## config.mk

```make
export PLATFORM = sky130hd
export DESIGN_NAME = line_scheduler
export DESIGN_NICKNAME = d
export VERILOG_FILES = /design/src/rtl/line_scheduler.sv
export SDC_FILE = /design/constraint.sdc
export NUM_CORES = 1
export LEC_CHECK = 0
export ABC_AREA = 1
export ABC_CLOCK_PERIOD_IN_PS = 1700
export CORE_MARGIN = 1.5
export CORE_UTILIZATION = 49
export DETAILED_ROUTE_END_ITERATION = 10
export PLACE_DENSITY = 0.86
export SLEW_MARGIN = 10
export SYNTH_ARGS = -nofsm -noshare
export SYNTH_HDL_FRONTEND = slang
export SYNTH_SLANG_ARGS = --single-unit
```

## constraint.sdc

```tcl
create_clock -name clk -period 1.7 [get_ports clk]
set_clock_uncertainty 0.1 [all_clocks]
set_input_delay 0.425 -clock clk [delete_from_list [all_inputs] [get_ports clk]]
set_output_delay 0.425 -clock clk [all_outputs]
set_load 0.02 [all_outputs]
```

## src/rtl/line_scheduler.sv

```systemverilog
// line_scheduler: paces GBA line pulls and cache reloads against the HDMI output raster
module line_scheduler #(
    parameter int GBA_LINES = 160,
    parameter int SCALE_NUM = 9,
    parameter int SCALE_DEN = 2,
    parameter int CACHE_DLY = 4
) (
    input  logic       clk,
    input  logic       rst,
    input  logic       outFrameStart,
    input  logic       outLineEnd,
    input  logic       newFrameIn,
    input  logic       sameLine,
    output logic       pullLine,
    output logic       cacheUpdate,
    output logic [7:0] gbaLine,
    output logic       frameLocked,
    output logic [7:0] underrunCnt,
    output logic       errOverrun,
    output logic       errResync
);
    localparam int AW = $clog2(SCALE_NUM + SCALE_DEN) + 1;
    localparam int DW = $clog2(CACHE_DLY + 1);
    localparam logic [7:0] LAST_LINE = 8'(GBA_LINES - 1);

    typedef enum logic [1:0] {IDLE, WAIT_FRAME, ACTIVE, DONE} stateType;

    stateType state;
    logic [AW-1:0] acc, accSum;
    logic [DW-1:0] dly;
    logic busy, wrap, frameGo, lineEnd;

    // busy spans the pullLine cycle through the cacheUpdate cycle
    always_comb begin
        accSum = acc + AW'(SCALE_DEN);
        wrap = accSum >= AW'(SCALE_NUM);
        busy = dly != '0 || cacheUpdate;
        frameGo = outFrameStart && state != IDLE;
        lineEnd = outLineEnd && !outFrameStart && state == ACTIVE;
    end

    always_ff @(posedge clk or posedge rst) begin
        if (rst) begin
            state <= IDLE;
            acc <= '0;
            dly <= '0;
            pullLine <= 1'b0;
            cacheUpdate <= 1'b0;
            gbaLine <= '0;
            frameLocked <= 1'b0;
            underrunCnt <= '0;
            errOverrun <= 1'b0;
            errResync <= 1'b0;
        end else begin
            pullLine <= 1'b0;
            cacheUpdate <= dly == DW'(1);
            if (dly != '0)
                dly <= dly - DW'(1);
            if (pullLine && sameLine && underrunCnt != 8'hFF)
                underrunCnt <= underrunCnt + 8'd1;
            if (state == IDLE && newFrameIn)
                state <= WAIT_FRAME;
            if (frameGo) begin
                if (state == ACTIVE)
                    errResync <= 1'b1;
                state <= ACTIVE;
                acc <= '0;
                gbaLine <= '0;
                pullLine <= 1'b1;
                cacheUpdate <= 1'b0;
                dly <= DW'(CACHE_DLY);
                frameLocked <= 1'b1;
            end else if (lineEnd && busy) begin
                errOverrun <= 1'b1;
            end else if (lineEnd) begin
                acc <= wrap ? accSum - AW'(SCALE_NUM) : accSum;
                if (wrap && gbaLine == LAST_LINE) begin
                    state <= DONE;
                end else if (wrap) begin
                    gbaLine <= gbaLine + 8'd1;
                    pullLine <= 1'b1;
                    dly <= DW'(CACHE_DLY);
                end
            end
        end
    end
endmodule

```

* Word-level counts from Yosys, hierarchy flattened
Index checks and enable logic that the tools add are counted.
** Word-level totals
- Register bits :: 31
- Input bits :: 6
- Output and inout bits :: 21
- Logic and storage cells :: 68
** Cells by class
- Add/sub/neg operators :: 5
- $lt $le $gt $ge :: 1
- Equal/unequal tests :: 6
- Multiplexer cells :: 26
- Bitwise operators :: 1
- Reductions and logical operators :: 19
** Operator list (number)
- two-way mux 8 bit :: 5
- two-way mux 5 bit :: 4
- two-way mux 3 bit :: 6
- adder 8 x 1 -> 8 bit, second input constant :: 2
- two-way mux 2 bit :: 5
- equality test 8 bit, second input constant :: 1
- logical AND 1 bit :: 8
- inequality test 8 bit, second input constant :: 1
- two-way mux 1 bit :: 6
- AND reduction 2 bit :: 3
- nonzero test 2 bit :: 3
- adder 5 x 2 -> 5 bit, second input constant :: 1
- >= comparator 5 x 4 -> 1 bit, second input constant :: 1
- subtractor 5 x 4 -> 5 bit, second input constant :: 1
- inequality test 2 bit, second input constant :: 2
- AND reduction 4 bit :: 1
- equality test 3 x 1 -> 1 bit, second input constant :: 1
- nonzero test 3 bit :: 1
- subtractor 3 x 1 -> 3 bit, second input constant :: 1
- equality test 2 bit, second input constant :: 1
- zero test 2 bit :: 1
- zero test 1 bit :: 1
- logical OR 1 bit :: 1
- inverter 1 bit :: 1

* Longest topological paths before layout
Gate-level depths: netlist of the first run.
- Depth after elaboration :: 7
- Depth in mapped cells :: 11
- Mapped depth without buffers :: 10

* Least setup slack after synthesis of the first run
OpenSTA, ideal clock, no wires.
- Path kind :: reg2reg
- Start point :: register acc[1]
- End point :: register acc[2]
- Library setup time :: 0.117 ns
- Data arrival time :: 1.419 ns
- Required time :: 1.483 ns
- Path slack :: 0.063 ns
- Stages on the path, launching flop included :: 11
- Path buffers :: 1
- Period minus slack after synthesis :: 1.637 ns
- Cell sequence :: dfrtp_1 -> ha_1 -> inv_1 -> nand2_1 -> nand3_1 -> nand2_1 -> nand2_1 -> buf_4 -> nand3_1 -> nand3_1 -> nand2_1
** Between the ends
- Word-level cells in the longest chain between the ends :: 6
- Elaborated cells on any way between the ends :: 7
- Classes of those cells :: 2 x add/sub; 1 x order compare; 4 x mux
** Ends and longest elaborated chain
- from (decl) :: line 29 : logic [AW-1:0] acc, accSum;
- from (signal assigned) :: line 76 : acc <= wrap ? accSum - AW'(SCALE_NUM) : accSum;
- adder 5 x 2 -> 5 bit * :: line 35 : accSum = acc + AW'(SCALE_DEN);
- subtractor 5 x 4 -> 5 bit or >= comparator 5 x 4 -> 1 bit (tied branches) :: line 76, 36
- two-way mux 5 bit * :: line 76
- two-way mux 5 bit * :: line 75 : end else if (lineEnd) begin
- two-way mux 5 bit * :: line 73 : end else if (lineEnd && busy) begin
- two-way mux 5 bit * :: line 63 : if (frameGo) begin
Every way passes the cells marked *; elsewhere a longest branch is shown, timed or not. The select of a mux whose other input is x is not followed.
A chain may end at the register's enable or synchronous reset.

* Worst setup path in the final report of the first run
- Start point :: register acc[2]
- End point :: register gbaLine[3]
** Between the ends
- Word-level cells in the longest chain between the ends :: 5
- Elaborated cells on any way between the ends :: 6
- Classes of those cells :: 1 x add/sub; 1 x order compare; 1 x eq/ne; 3 x reduce/logical
** Ends and longest elaborated chain
- adder 5 x 2 -> 5 bit * :: line 35
- >= comparator 5 x 4 -> 1 bit * :: line 36 : wrap = accSum >= AW'(SCALE_NUM);
- logical AND 1 bit :: line 77 : if (wrap && gbaLine == LAST_LINE) begin
- inequality test 2 bit (no line)
- AND reduction 4 bit (no line) *
- to (signal assigned) :: line 80 : gbaLine <= gbaLine + 8'd1;
- to (decl) :: line 16 : output logic [7:0] gbaLine,
Every way passes the cells marked *; elsewhere a longest branch is shown, timed or not.

==> results.json, run 1 <==
{
  "run_status": "complete, but fails checks",
  "violations": "setup timing",
  "slew_viol_final": 0,
  "maxSlewHeadroom_pct": 75.7,
  "wl_met2_um": 2400,
  "cp.depth": 10,
  "synth_cells": 230,
  "place.gp.congestion": 0.877,
  "first_pass_iters": 4,
  "clock_sinks": 31,
  "min_path_type": "input pin to asynchronous set/reset pin",
  "die_x_um": 64.6,
  "clk_latency_ns": 0.29,
  "synth_top_area_cell": "dfrtp_1",
  "fin_util_pct": 72.5,
  "synth_area_mm2": 0.00186,
  "gr-total-overflow": 0,
  "ys_types": 28,
  "fillers": 275,
  "p_leak_nw": 1.41,
  "design_area_mm2": 0.00265,
  "worstPathMaxFanout": 6,
  "dieArea_mm2": 0.00417,
  "postRouteAntennaNets": 0,
  "diodes": 0,
  "synth_top_area_share_pct": 41.7,
  "wl_met1_um": 1900,
  "clkTransAtPathRegs_ns": 0.07,
  "setup_ws_ns": -0.000483,
  "hpwlAfterDp_um": 2920,
  "placed_cells": 329,
  "worst-path-buf-inv": 1,
  "critPathSlowestCell": "dfrtp_2",
  "finalHoldViolCount": 0,
  "antenna_found_initial": 0,
  "htree_levels": 2,
  "crit_path_max_incr_delay_ns": 0.46,
  "pin_count": 27,
  "synth_warnings": 0,
  "coreArea_mm2": 0.00366,
  "end_kind": "flip-flop",
  "critical_path_class": "flip-flop to flip-flop",
  "max_freq_ghz": 0.588,
  "synth-seq-cells": 31,
  "synth_nets": 245,
  "async_flop_share_pct": 100,
  "grt_pass1_vias": 1639,
  "crit_arrival_ns": 1.79,
  "start_util_pct": 50.8,
  "fin_crit_ns": 1.70,
  "syn_area_per_cell_um2": 8.08,
  "holdWs_ns": 0.367,
  "numPortBuffers": 26,
  "synthTopCellsByCount": "nand2_1, dfrtp_1, inv_1",
  "path_common_cell": "nand2_2",
  "grt_use_total_pct": 22.4,
  "setup_viol_count_final": 1,
  "clk_path_buf_depth": 2,
  "rows": 22,
  "dp_slack_ns": -0.175,
  "ys_seq_area_share_pct": 41.7,
  "synth-edff-count": 0,
  "crit_family": "simple AND/OR/NAND/NOR gates",
  "layout.nets": 313,
  "rsz0062_at_grt": "yes",
  "grt_max_degree": 32,
  "fin_crit_sh_pct": 100,
  "path_cells": "ha_4 -> inv_4 -> nand2_2 -> nand3_2 -> nand2_2 -> nand2_4 -> nand3_4 -> nand2_4 -> nand2_2 -> nand2_1",
  "viasPerCell": 5.13,
  "drive_gt1_share_pct": 28.8,
  "numCtsBuffers": 5,
  "vias": 1781,
  "tritoncts": "done",
  "tightestPinTransition_ns": 0.363,
  "multiInputGateArea_mm2": 0.00107,
  "die_y_um": 64.6,
  "area.growth.synth_to_final_pct": 42.7,
  "drtIter0Drc": 93,
  "ys_top_cells_by_area": "dfrtp_1, nand2_1, ha_1",
  "critPathRequiredTime_ns": 1.79,
  "max_cap_violations": 0,
  "routed_wl_um": 4590,
  "drc": 0,
  "critPathLaunchType": "flip-flop",
  "met3_length_um": 200,
  "routed.top_layer": "met4",
  "routedWlPerCell_um": 13.2,
  "register_area_um2": 778,
  "layoutNonFillerInstCount": 347,
  "pwr_density_cell_mw_per_mm2": 970,
  "place_area_mm2": 0.00238,
  "ir_drop_mv": 0.612,
  "synthFlopType": "dfrtp_1",
  "grt_pass1_wl_um": 7110,
  "ff2ff_path_depth": 10,
  "yosysMostFrequentCell": "nand2_1",
  "root_buffer": "clkbuf_8"
}
cell usage in the layout, fill, tap and decap left out, drive strengths merged, types with 7 or more instances in the layout:
cell	instances
nand3	21
nand2	84
inv	29
xor2	7
nor2	22
dfrtp	31
ha	9
dlygate4sd2	21
nand4	8
buf	35
metrics by stage:
stage / setup TNS, ns / power [mW]
after global placement: -0.896 / 1.71
final: -0.000483 / 2.57
after global routing: -0.984 / 2.72
after floorplan: 0 / 1.41
after detailed placement: -1.46 / 1.74
after CTS: 0 / 2.48
worst reg2reg max path, delay by kind of cell, from the launching register on:
kind | cells | cell delay [ns]
and+or+nand+nor | 8 | 0.70
DFF | 1 | 0.46
adders and majority gates | 1 | 0.30
buffers and inverters | 1 | 0.04
state kept, by name, indices dropped and copies added, names as in the netlist, 2 cells and up:
| signal | flops |
|---|---|
| acc | 5 |
| dly | 3 |
| gbaLine | 8 |
| state | 2 |
| underrunCnt | 8 |
timing repair:
item | 4_1_cts | 5_1_grt
gates resized for setup | 24 | 27
gates cloned | 1 | 2
setup endpoints to repair | 35 | 20
hold buffers | 0 | 0
pin swaps | 1 | 12
setup buffers | 1 | 6
path summary, 6_finish.rpt:
path / from / end / slack [ns]
setup / recovery: acc[2] / gbaLine[3] / -0.0005
hold / removal: rst / underrunCnt[6] / 0.37
setup reg to reg: acc[2] / gbaLine[3] / -0.0005
hold reg to reg: frameLocked / frameLocked / 0.37
max in group asynchronous: rst / acc[1] / 0.94
min in group clk: frameLocked / frameLocked / 0.37
cell families after synthesis:
kind of cell,count (synthesis),synth area share (%)
AND/OR/NAND/NOR,137,35.8
buffers and inverters,31,6.86
XOR/XNOR,11,5.18
flip-flops,31,41.7
adder cells (fa/ha/maj),9,6.06
AO/OA/AOI/OAI,10,3.77
multiplexers,1,0.606
per-layer routing:
layer | GRT usage [%] | vias up
li1 | - | 864
met5 | 0 | -
met3 | 6.08 | 9
met1 | 26.2 | 858
met4 | 9.84 | 0
met2 | 38.5 | 50
final cells by class:
class	instances	share of cell area (%)
Timing Repair Buffer	61	19.6
Clock inverter	2	1.32
Tap cell	48	2.26
Inverter	29	4.20
Clock buffer	6	3.11
Sequential cell	31	29.3
Multi-Input combinational cell	170	40.2
where the power goes:
part / switching [mW] / internal, mW
logic: 0.467 / 0.381
clock network: 0.296 / 0.474
registers: 0.112 / 0.845
Power figures use the tool's default switching activity.
==> run 2: changes to the inputs <==
--- a/config.mk
+++ b/config.mk
@@ -10,6 +10,7 @@
 export CORE_MARGIN = 1.5
 export CORE_UTILIZATION = 49
 export DETAILED_ROUTE_END_ITERATION = 10
+export MAX_ROUTING_LAYER = met4
 export PLACE_DENSITY = 0.86
 export SLEW_MARGIN = 10
 export SYNTH_ARGS = -nofsm -noshare
==> results.json, run 2 (synthesis results as in run 1) <==
{
  "dp_slack_ns": -0.175,
  "coreArea_mm2": 0.00366,
  "worst-path-buf-inv": 1,
  "drtIter0Drc": 86,
  "design_area_mm2": 0.00263,
  "critPathLaunchType": "flip-flop",
  "gr-total-overflow": 0,
  "start_util_pct": 50.8,
  "routedWlPerCell_um": 12.8,
  "max_cap_violations": 0,
  "routed_wl_um": 4410,
  "root_buffer": "clkbuf_8",
  "clk_latency_ns": 0.29,
  "layout.nets": 311,
  "ctsHoldBuffers": 0,
  "grt_pass1_vias": 1631,
  "register_area_um2": 778,
  "grt_use_total_pct": 23.0,
  "grtUsageMet1_pct": 26.3,
  "rsz0062_at_grt": "yes",
  "drc": 0,
  "fillers": 280,
  "pwr_density_cell_mw_per_mm2": 963,
  "fin_crit_sh_pct": 96.5,
  "postRouteAntennaNets": 0,
  "rows": 22,
  "p_leak_nw": 1.39,
  "setup_ws_ns": 0.0590,
  "slew_viol_final": 0,
  "htree_levels": 2,
  "clk_path_buf_depth": 2,
  "vias": 1737,
  "viasPerCell": 5.03,
  "hpwlAfterDp_um": 2920,
  "final_cell_mix": "nand2_1, dfrtp_1, buf_4",
  "dieArea_mm2": 0.00417,
  "grt_pass1_wl_um": 7130,
  "first_pass_iters": 4,
  "antenna_found_initial": 0,
  "grt_busiest_layer": "met2",
  "place.gp.congestion": 0.891,
  "place_area_mm2": 0.00238,
  "min_path_type": "input pin to asynchronous set/reset pin",
  "clock_sinks": 31,
  "crit_arrival_ns": 1.12,
  "setup_viol_count_final": 0,
  "numPortBuffers": 26,
  "critPathSlowestCell": "dfrtp_1",
  "tritoncts": "done",
  "die_x_um": 64.6,
  "fin_crit_ns": 1.64,
  "pin_count": 27,
  "met2_usage_pct": 38.7,
  "multiInputGateArea_mm2": 0.00106,
  "crit_path_max_incr_delay_ns": 0.46,
  "worstPathMaxFanout": 6,
  "diodes": 0,
  "end_kind": "output pin",
  "tightestPinTransition_ns": 0.255,
  "layout_commonest_cell": "nand2_1",
  "finalHoldViolCount": 0,
  "grt_util_met3_pct": 6.08,
  "grt_max_degree": 32,
  "clkTransAtPathRegs_ns": 0.07,
  "drive_gt1_share_pct": 28.6,
  "run_status": "complete, no violations",
  "die_y_um": 64.6,
  "holdWs_ns": 0.367,
  "path_cells": "dlygate4sd2_1",
  "ir_drop_mv": 0.606,
  "fin_util_pct": 71.8,
  "largestRegisters": "gbaLine: 8 flops, underrunCnt: 8 flops, acc: 5 flops",
  "area.growth.synth_to_final_pct": 41.5,
  "critical_path_class": "flip-flop to output pin",
  "crit_family": "flip-flops",
  "critPathRequiredTime_ns": 1.17,
  "maxSlewHeadroom_pct": 82.9,
  "numCtsBuffers": 5,
  "max_freq_ghz": 0.609
}
-- run 2: cell type report --
type / instances / share of cell area, %
clock buffers: 6 / 3.14
well taps: 48 / 2.28
multi-input cells: 170 / 40.3
clock inverters: 2 / 1.33
repair buffers: 59 / 19.2
flip-flops and latches: 31 / 29.6
inverters: 29 / 4.14
-- run 2: final timing paths --
kind	from	to	slack (ns)	cells past startpoint
worst max-delay path	gbaLine[4]	gbaLine[4]	0.06	1
worst min-delay path	rst	underrunCnt[6]	0.37	3
worst max register to register	acc[2]	gbaLine[5]	0.06	10
worst min register to register	frameLocked	frameLocked	0.37	1
max in group asynchronous	rst	acc[1]	0.94	3
min in group clk	frameLocked	frameLocked	0.37	1
-- run 2: through the flow --
stage                     setup TNS, ns  power, mW  std cells
final                                 0       2.53        345
after global routing             -0.267       2.68        345
after CTS                             0       2.48        339
after detailed placement          -1.46       1.74        329
after global placement           -0.896       1.71        329
after floorplan                       0       1.41        230
-- run 2: per-layer routing --
layer | wire (um) | up-vias
met4 | 72 | 0
li1 | - | 864
met3 | 181 | 7
met2 | 2280 | 39
met1 | 1870 | 827
met5 | 0 | -
-- run 2: timing repair --
action                                  in CTS  in global routing
setup buffers                                1                  4
pin swaps                                    1                 12
gates resized for setup                     24                 25
endpoints found under the setup margin      35                 20
cloned                                       1                  2
-- run 2: where the power goes --
group          internal (mW)  switching (mW)
clock                  0.474           0.295
combinational          0.364           0.447
sequential             0.845           0.108
total                   1.68           0.850
==> run 3: changes to the inputs <==
--- a/config.mk
+++ b/config.mk
@@ -7,7 +7,6 @@
 export LEC_CHECK = 0
 export ABC_AREA = 1
 export ABC_CLOCK_PERIOD_IN_PS = 1700
-export CORE_MARGIN = 1.5
 export CORE_UTILIZATION = 49
 export DETAILED_ROUTE_END_ITERATION = 10
 export MAX_ROUTING_LAYER = met4
==> results.json, run 3 (synthesis results as in run 1) <==
{
  "run_status": "complete, no violations",
  "fin_util_pct": 70.4,
  "dieArea_mm2": 0.00404,
  "drtIter0Drc": 95,
  "coreArea_mm2": 0.00366,
  "setup-tns-final_ns": 0,
  "design_area_mm2": 0.00258,
  "vias": 1719,
  "fin_crit_ns": 1.68,
  "clk_latency_ns": 0.29,
  "slew_viol_final": 0,
  "clkTransAtPathRegs_ns": 0.07,
  "critPathSlowestCell": "dfrtp_2",
  "crit_arrival_ns": 1.75,
  "p_leak_nw": 1.37,
  "ctsHoldBuffers": 0,
  "end_kind": "flip-flop",
  "maxSlewHeadroom_pct": 79.3,
  "routed_wl_um": 4280,
  "grt_pass1_vias": 1540,
  "drive_gt1_share_pct": 27.1,
  "path_common_cell": "nand2_1",
  "drc": 0,
  "max_cap_violations": 0,
  "area.growth.synth_to_final_pct": 38.7,
  "setup_ws_ns": 0.0247,
  "crit_path_max_incr_delay_ns": 0.47,
  "die_y_um": 63.6,
  "clk_path_buf_depth": 2,
  "critical_path_class": "flip-flop to flip-flop",
  "p_sw_mw": 0.811,
  "p_int_mw": 1.52,
  "wl_met1_um": 1860,
  "dp_slack_ns": -0.123,
  "grt_use_total_pct": 22.0,
  "min_path_type": "input pin to asynchronous set/reset pin",
  "routed.top_layer": "met4",
  "numPortBuffers": 26,
  "die_x_um": 63.6,
  "root_buffer": "clkbuf_8",
  "grt_max_degree": 26,
  "tightestPinTransition_ns": 0.310,
  "wl_met2_um": 2170,
  "place_area_mm2": 0.00238,
  "power.share.switching_pct": 34.8,
  "critPathRequiredTime_ns": 1.78,
  "layout_commonest_cell": "nand2_1",
  "setup_viol_count_final": 0,
  "postRouteAntennaNets": 0,
  "path_cells": "buf_4 -> buf_4 -> nand3_1 -> nand2_1 -> nand2_1 -> nand2_4 -> buf_6 -> nand2_2 -> nand2_2 -> nand3_2 -> nand2_1",
  "pin_count": 27,
  "sequentialPowerShare_pct": 40.9,
  "place.gp.congestion": 0.848,
  "routedWlPerCell_um": 12.5,
  "tritoncts": "done",
  "finalHoldViolCount": 0,
  "fin_crit_sh_pct": 98.5,
  "hpwlAfterDp_um": 2910,
  "antenna_found_initial": 0,
  "critPathLaunchType": "flip-flop",
  "htree_levels": 2,
  "largestRegisters": "gbaLine: 8 flops, underrunCnt: 8 flops, acc: 5 flops",
  "worstPathMaxFanout": 5,
  "start_util_pct": 50.8,
  "ir_drop_mv": 0.525,
  "numCtsBuffers": 5,
  "first_pass_iters": 4,
  "rsz0062_at_grt": "yes",
  "diodes": 0,
  "combPwrFrac_pct": 33.8,
  "pwr_density_cell_mw_per_mm2": 905,
  "gr-total-overflow": 0,
  "rows": 22,
  "clock_sinks": 31,
  "viasPerCell": 5.01,
  "final_cell_mix": "nand2_1, dfrtp_1, buf_4",
  "grt_pass1_wl_um": 6540,
  "layout.nets": 310,
  "p_clk_share_pct": 25.3,
  "met3_length_um": 188,
  "max_freq_ghz": 0.597,
  "ff2ff_path_depth": 11
}
-- run 3: changes by cell type in the layout (fill, tap and decap cells not counted), sizes merged --
cell | previous run | this run
bufinv | 1 | 0
buf | 33 | 32
-- run 3: repair_timing --
| item | in CTS | in global routing |
|---|---|---|
| resized for setup | 23 | 23 |
| buffers inserted | 1 | 2 |
| endpoints found under the setup margin | 34 | 20 |
| gates cloned | 1 | 2 |
| pin swaps | 1 | 13 |
-- run 3: power groups by stage --
stage          clock network, mW  registers (mW)  logic [mW]
2_1_floorplan                  0            1.04       0.365
3_3_place_gp                   0           0.956       0.767
3_5_place_dp                   0           0.963       0.795
4_1_cts                    0.605           0.946       0.760
5_1_grt                    0.629           0.971       0.869
6_report                   0.589           0.954       0.790
-- run 3: layout make-up --
class | count | area [um^2]
fillers | 279 | 1080
multi-input cells | 170 | 1050
flip-flops and latches | 31 | 777
repair buffers | 58 | 498
inverters | 29 | 109
clock buffers | 6 | 82.6
well taps | 48 | 60.1
clock inverters | 1 | 5.00
-- run 3: path summary, 6_finish.rpt --
check	start	to	slack (ns)
min in group clk	errResync	errResync	0.35
hold reg to reg	errResync	errResync	0.35
setup reg to reg	acc[1]	acc[3]	0.02
max in group asynchronous	rst	acc[1]	0.75
setup / recovery	acc[1]	acc[3]	0.02
hold / removal	rst	underrunCnt[6]	0.31
-- run 3: routing by layer --
| layer | track usage, % | vias up |
|---|---|---|
| met5 | - | - |
| met2 | 36.6 | 42 |
| met4 | 8.24 | 0 |
| met1 | 24.4 | 813 |
| met3 | 7.25 | 6 |
| li1 | - | 858 |
-- run 3: critical path, delay by kind of cell (launching register included) --
kind / cells / cell delay, ns
buf+inv: 3 / 0.41
flops: 1 / 0.47
simple gates: 8 / 0.58
-- run 3: per-stage QoR --
stage | power (mW) | instances | hold slack (ns)
final | 2.33 | 343 | 0.310
after global routing | 2.47 | 343 | 0.339
after CTS | 2.31 | 339 | 0.324
after detailed placement | 1.76 | 330 | 0.347
after global placement | 1.72 | 330 | 0.343
after floorplan | 1.41 | 230 | 0.380
